### src/rtl/ram_bist_master.sv
// Single-pass RAM BIST: writes a 2*addr pattern (optionally inverted) to every
// word, reads it back with a one-deep compare pipeline, and reports results.
module ram_bist_master #(
  parameter int ADD_SIZE    = 10,
  parameter int WORD_SIZE   = 8,
  parameter int MEMORY_SIZE = 1024
) (
  input  logic                 clk,
  input  logic                 rst,
  input  logic                 start,
  input  logic                 invert,
  output logic [ADD_SIZE-1:0]  addr,
  output logic [WORD_SIZE-1:0] data_in,
  output logic                 write_enable,
  output logic                 read_enable,
  output logic                 cs,
  input  logic [WORD_SIZE-1:0] data_out,
  output logic                 busy,
  output logic                 done,
  output logic                 pass,
  output logic [ADD_SIZE:0]    err_count,
  output logic [ADD_SIZE-1:0]  first_err_addr
);

  typedef enum logic [2:0] {IDLE, WRITE, READ, DRAIN, DONE} state_t;

  localparam logic [ADD_SIZE-1:0] LAST    = ADD_SIZE'(MEMORY_SIZE - 1);
  localparam logic [ADD_SIZE-1:0] ADDR_ONE = ADD_SIZE'(1);
  localparam logic [ADD_SIZE:0]   ERR_ONE  = (ADD_SIZE+1)'(1);

  state_t                 state_q, state_d;
  logic [ADD_SIZE-1:0]    addr_q, addr_d;
  logic [WORD_SIZE-1:0]   data_q, data_d;
  logic                   we_q, we_d, re_q, re_d, cs_q, cs_d;
  logic                   busy_q, busy_d, done_q, done_d, pass_q, pass_d;
  logic [ADD_SIZE:0]      err_q, err_d;
  logic [ADD_SIZE-1:0]    first_q, first_d;
  logic                   inv_q, inv_d;
  logic                   cmp_valid_q, cmp_valid_d;
  logic [ADD_SIZE-1:0]    cmp_addr_q, cmp_addr_d;
  logic [ADD_SIZE-1:0]    addr_inc;

  // Zero-extends or truncates 2*a to the word width, then applies inversion.
  function automatic logic [WORD_SIZE-1:0] pattern(input logic [ADD_SIZE-1:0] a,
                                                   input logic inv);
    logic [WORD_SIZE+ADD_SIZE:0] wide;
    wide = '0;
    wide[ADD_SIZE:1] = a;
    return wide[WORD_SIZE-1:0] ^ {WORD_SIZE{inv}};
  endfunction

  assign addr_inc = addr_q + ADDR_ONE;

  always_comb begin
    state_d     = state_q;
    addr_d      = addr_q;
    data_d      = data_q;
    we_d        = 1'b0;
    re_d        = 1'b0;
    cs_d        = 1'b0;
    busy_d      = busy_q;
    done_d      = done_q;
    pass_d      = pass_q;
    err_d       = err_q;
    first_d     = first_q;
    inv_d       = inv_q;
    cmp_valid_d = 1'b0;
    cmp_addr_d  = cmp_addr_q;

    // Read data for the address issued last cycle is checked here.
    if (cmp_valid_q && (data_out != pattern(cmp_addr_q, inv_q))) begin
      err_d = err_q + ERR_ONE;
      if (err_q == '0) first_d = cmp_addr_q;
    end

    case (state_q)
      IDLE, DONE: begin
        if (start) begin
          state_d = WRITE;
          err_d   = '0;
          first_d = '0;
          done_d  = 1'b0;
          pass_d  = 1'b0;
          busy_d  = 1'b1;
          inv_d   = invert;
          addr_d  = '0;
          data_d  = pattern('0, invert);
          cs_d    = 1'b1;
          we_d    = 1'b1;
        end
      end
      WRITE: begin
        cs_d = 1'b1;
        if (addr_q == LAST) begin
          state_d = READ;
          addr_d  = '0;
          data_d  = '0;
          re_d    = 1'b1;
        end else begin
          addr_d = addr_inc;
          data_d = pattern(addr_inc, inv_q);
          we_d   = 1'b1;
        end
      end
      READ: begin
        cmp_valid_d = 1'b1;
        cmp_addr_d  = addr_q;
        if (addr_q == LAST) begin
          state_d = DRAIN;
          addr_d  = '0;
        end else begin
          cs_d   = 1'b1;
          re_d   = 1'b1;
          addr_d = addr_inc;
        end
      end
      DRAIN: begin
        // err_d already includes the final compare performed this cycle.
        state_d = DONE;
        busy_d  = 1'b0;
        done_d  = 1'b1;
        pass_d  = (err_d == '0);
      end
      default: state_d = IDLE;
    endcase
  end

  always_ff @(posedge clk or posedge rst) begin
    if (rst) begin
      state_q     <= IDLE;
      addr_q      <= '0;
      data_q      <= '0;
      we_q        <= 1'b0;
      re_q        <= 1'b0;
      cs_q        <= 1'b0;
      busy_q      <= 1'b0;
      done_q      <= 1'b0;
      pass_q      <= 1'b0;
      err_q       <= '0;
      first_q     <= '0;
      inv_q       <= 1'b0;
      cmp_valid_q <= 1'b0;
      cmp_addr_q  <= '0;
    end else begin
      state_q     <= state_d;
      addr_q      <= addr_d;
      data_q      <= data_d;
      we_q        <= we_d;
      re_q        <= re_d;
      cs_q        <= cs_d;
      busy_q      <= busy_d;
      done_q      <= done_d;
      pass_q      <= pass_d;
      err_q       <= err_d;
      first_q     <= first_d;
      inv_q       <= inv_d;
      cmp_valid_q <= cmp_valid_d;
      cmp_addr_q  <= cmp_addr_d;
    end
  end

  assign addr           = addr_q;
  assign data_in        = data_q;
  assign write_enable   = we_q;
  assign read_enable    = re_q;
  assign cs             = cs_q;
  assign busy           = busy_q;
  assign done           = done_q;
  assign pass           = pass_q;
  assign err_count      = err_q;
  assign first_err_addr = first_q;

endmodule
### config.mk
export PLATFORM = sky130hd
export DESIGN_NAME = ram_bist_master
export DESIGN_NICKNAME = d
export VERILOG_FILES = /design/src/rtl/ram_bist_master.sv
export SDC_FILE = /design/constraint.sdc
export NUM_CORES = 1
export LEC_CHECK = 0
export ABC_AREA = 1
export CAP_MARGIN = 15
export CORE_MARGIN = 2
export CORE_UTILIZATION = 57
export DETAILED_ROUTE_END_ITERATION = 6
export PLACE_DENSITY_LB_ADDON = 0.25
export RECOVER_POWER = 50
export SYNTH_ARGS = -nofsm -noshare
export SYNTH_HDL_FRONTEND = slang
export SYNTH_SLANG_ARGS = --single-unit
### constraint.sdc
create_clock -name clk -period 4.75 [get_ports clk]
set_input_delay 1.425 -clock clk [delete_from_list [all_inputs] [get_ports clk]]
set_output_delay 1.425 -clock clk [all_outputs]
set_load 0.005 [all_outputs]
==> impl_metrics.ini <==
[die]
initial_core_util_pct = 59.4
die_x_um = 80.0
num_rows = 27
core-area_um2 = 5540
ios = 57
die-area_um2 = 6400
die_h_um = 80.0

[setup_path]
r2r-end = addr[9]
rr_worst_depth = 8
cpPeakStageDelay_ns = 0.49
critPathLaunch = data_out[1]
crit_required_ns = 4.96
crit_buf_inv = 4
critical_path_class = in -> reg
worstPathMaxFanout = 20
cp-end-kind = flop
crit_path_top_delay_cell = clkdlybuf4s50_1
cp_common_cell = nand2_1
crit_family = simple AND/OR/NAND/NOR gates
cp-endpoint = first_err_addr[2]
worstPathCellList = clkdlybuf4s50_1 -> inv_1 -> nand2_1 -> nand3_1 -> nand2_1 -> clkinv_1 -> nand2_1 -> nor2_4 -> nand2_4 -> nand2_4 -> inv_2 -> nand3_2 -> o21ai_2 -> a21oi_2
r2r-start = state_q[0]
critPathArrivalTime_ns = 3.65
start_kind = input pin
cp_num_cells = 14
r2r_slack_ns = 1.44

[logic_synthesis]
synth_edf_count = 0
netlist_area_um2 = 3290
ys_seq_elements = 60
syn_avg_cell_area_um2 = 7.75
async_reset_ff_share_pct = 100
synth_flop_cell = dfrtp_1
synth_cells = 425
synthDistinctLibCells = 31
synth-seq-area-share_pct = 45.6
syn_nets = 440
synth_warnings = 0

[min_path]
holdCritPathClass = reg -> reg
worst_hold_path.num_cells = 2

[routing]
viasPerCell = 5.35
drt_first_pass_iters = 5
routedWlPerCell_um = 13.8
drc_errors = 0
drtAntennaViolNets = 0
drt_iter0_drc = 179
vias = 2987
drt-total-wl_mm = 7.68

[power_and_ir_drop]
pwr-share-comb_pct = 36.1
leakagePower_nw = 1.99
peakVddDrop_mv = 0.407
power.density_nw_per_um2 = 439
p_sw_share_pct = 36.0
pwr-share-seq_pct = 38.7
finalPower_mw = 1.78
pwr-share-clk_pct = 25.2
internal_power_mw = 1.14
power_switching_mw = 0.642

[placed_design]
place_congestion = 0.912
dp_hpwl_mm = 5.57
port_buffers = 56
place_inst = 543

[global_routing]
grt_use_total_pct = 25.7
grt_pass1_wl_mm = 12.6
grt_pass1_vias = 2815
antenna_found_initial = 0
grt_remaining_overflow = 0
grt_max_degree = 41

[status]
violations = max-capacitance violations, max-slew violations
outcome = finished, violations left

[cts]
cts_tree = yes
cts_resized = 0
max-clock-path-buffers = 2
numCtsBuffers = 9
cts.clk_slew.worst_paths_ns = 0.07
worst_skew_pair.late_latency_ns = 0.34
cts_hold_buf = 0
clockRootBuffer = clkbuf_8
htreeDepth = 3
post_cts_buffers = 0
cts_sinks = 60

[sta]
fin_setup_tns_ns = 0
fin_crit_ns = 3.45
finalCritPeriodShare_pct = 72.6
hold_viol = 0
max_freq_ghz = 0.290
max_slew_margin_pct = -15.5
slew_violations = 61
rsz0062_at_grt = false
setup_viol = 0
clock-skew-final_ns = 0.00587
max_slew.worst_pin.slew_ns = 1.72

[layout]
layout-drive-gt1-share_pct = 11.9
final_common_cell = nand2_1
area_delta_synth_final_pct = 23.3
fin_cells = 558
final_cell_mix = 114 x nand2_1, 63 x inv_1, 60 x dfrtp_1
fin_nets = 497
num_antenna_cells = 0

[job]
cap_viol_max_count = 2
-- power groups by stage --
stage               clock network, mW  logic (mW)  registers, mW
finish                          0.449       0.643          0.689
floorplan                           0       0.411          0.670
global route                    0.477       0.713          0.696
detailed placement                  0       0.634          0.695
CTS                             0.454       0.643          0.688
global placement                    0       0.612          0.696
-- state kept, by name, indices dropped and copies added, names as in the netlist --
name / count
pass: 1
data_in: 8
done: 1
err_count: 11
cmp_addr_q: 10
cs: 1
cmp_valid_q: 1
addr: 10
busy: 1
read_enable: 1
first_err_addr: 10
write_enable: 1
inv_q: 1
state_q: 3
-- layer usage --
metal,vias up,GRT usage (%),wire (µm)
met5,-,0,0
met4,0,10.5,165
met3,16,6.22,512
met2,121,42.8,3710
met1,1401,32.1,3290
li1,1449,-,-
-- how the worst min path moves through the flow --
stage,start,slack [ns],to
floorplan,busy,0.47,busy
global placement,busy,0.46,busy
detailed placement,busy,0.47,busy
CTS,busy,0.48,busy
global route,busy,0.52,busy
finish,busy,0.47,busy
-- metrics by stage --
step	setup WS, ns	area, µm²	utilization (%)	hold WS (ns)
finish	1.30	4060	73.3	0.474
global route	0.945	4060	73.3	0.524
global placement	1.07	3880	70.1	0.458
CTS	1.31	4070	73.5	0.482
floorplan	1.84	3290	-	0.465
detailed placement	0.944	3880	70.1	0.467
-- worst reg2reg max path: cells and delay by family (launching register included) --
kind,cells,cell delay (ns)
AOI/OAI and AO/OA,2,0.20
DFF,1,0.41
buffers and inverters,2,0.49
and+or+nand+nor,4,2.09
-- cells in the mapped netlist (all sizes together) (2+ instances only) --
library cell	number	share of area, %
nor4	3	0.57
nor2	41	5.1
nand3	27	4.7
o22ai	4	0.76
a21oi	25	4.9
clkbuf	3	0.34
ha	3	1.1
xor2	8	2.1
buf	9	2.0
o21ai	30	5.7
nand2	123	15
nand3b	2	0.46
nor3	7	1.4
xnor2	2	0.53
inv	69	7.9
dfrtp	60	46
nand4	6	1.1
-- final cells by class --
class / instances / area (µm²)
Clock buffer: 10 / 138
Timing Repair Buffer: 58 / 576
Clock inverter: 5 / 52.6
Sequential cell: 60 / 1500
Inverter: 70 / 263
Multi-Input combinational cell: 283 / 1440
Tap cell: 72 / 90.1
Fill cell: 422 / 1480
-- logic make-up after synthesis --
logic type,Yosys count,share of synthesized area [%]
buffers and inverters,82,10.3
AND/OR/NAND/NOR,209,28.4
XOR/XNOR,10,2.66
flip-flops,60,45.6
AO/OA/AOI/OAI,61,11.9
adder cells (fa/ha/maj),3,1.14
Note: power is estimated with default switching activity, not from simulation.
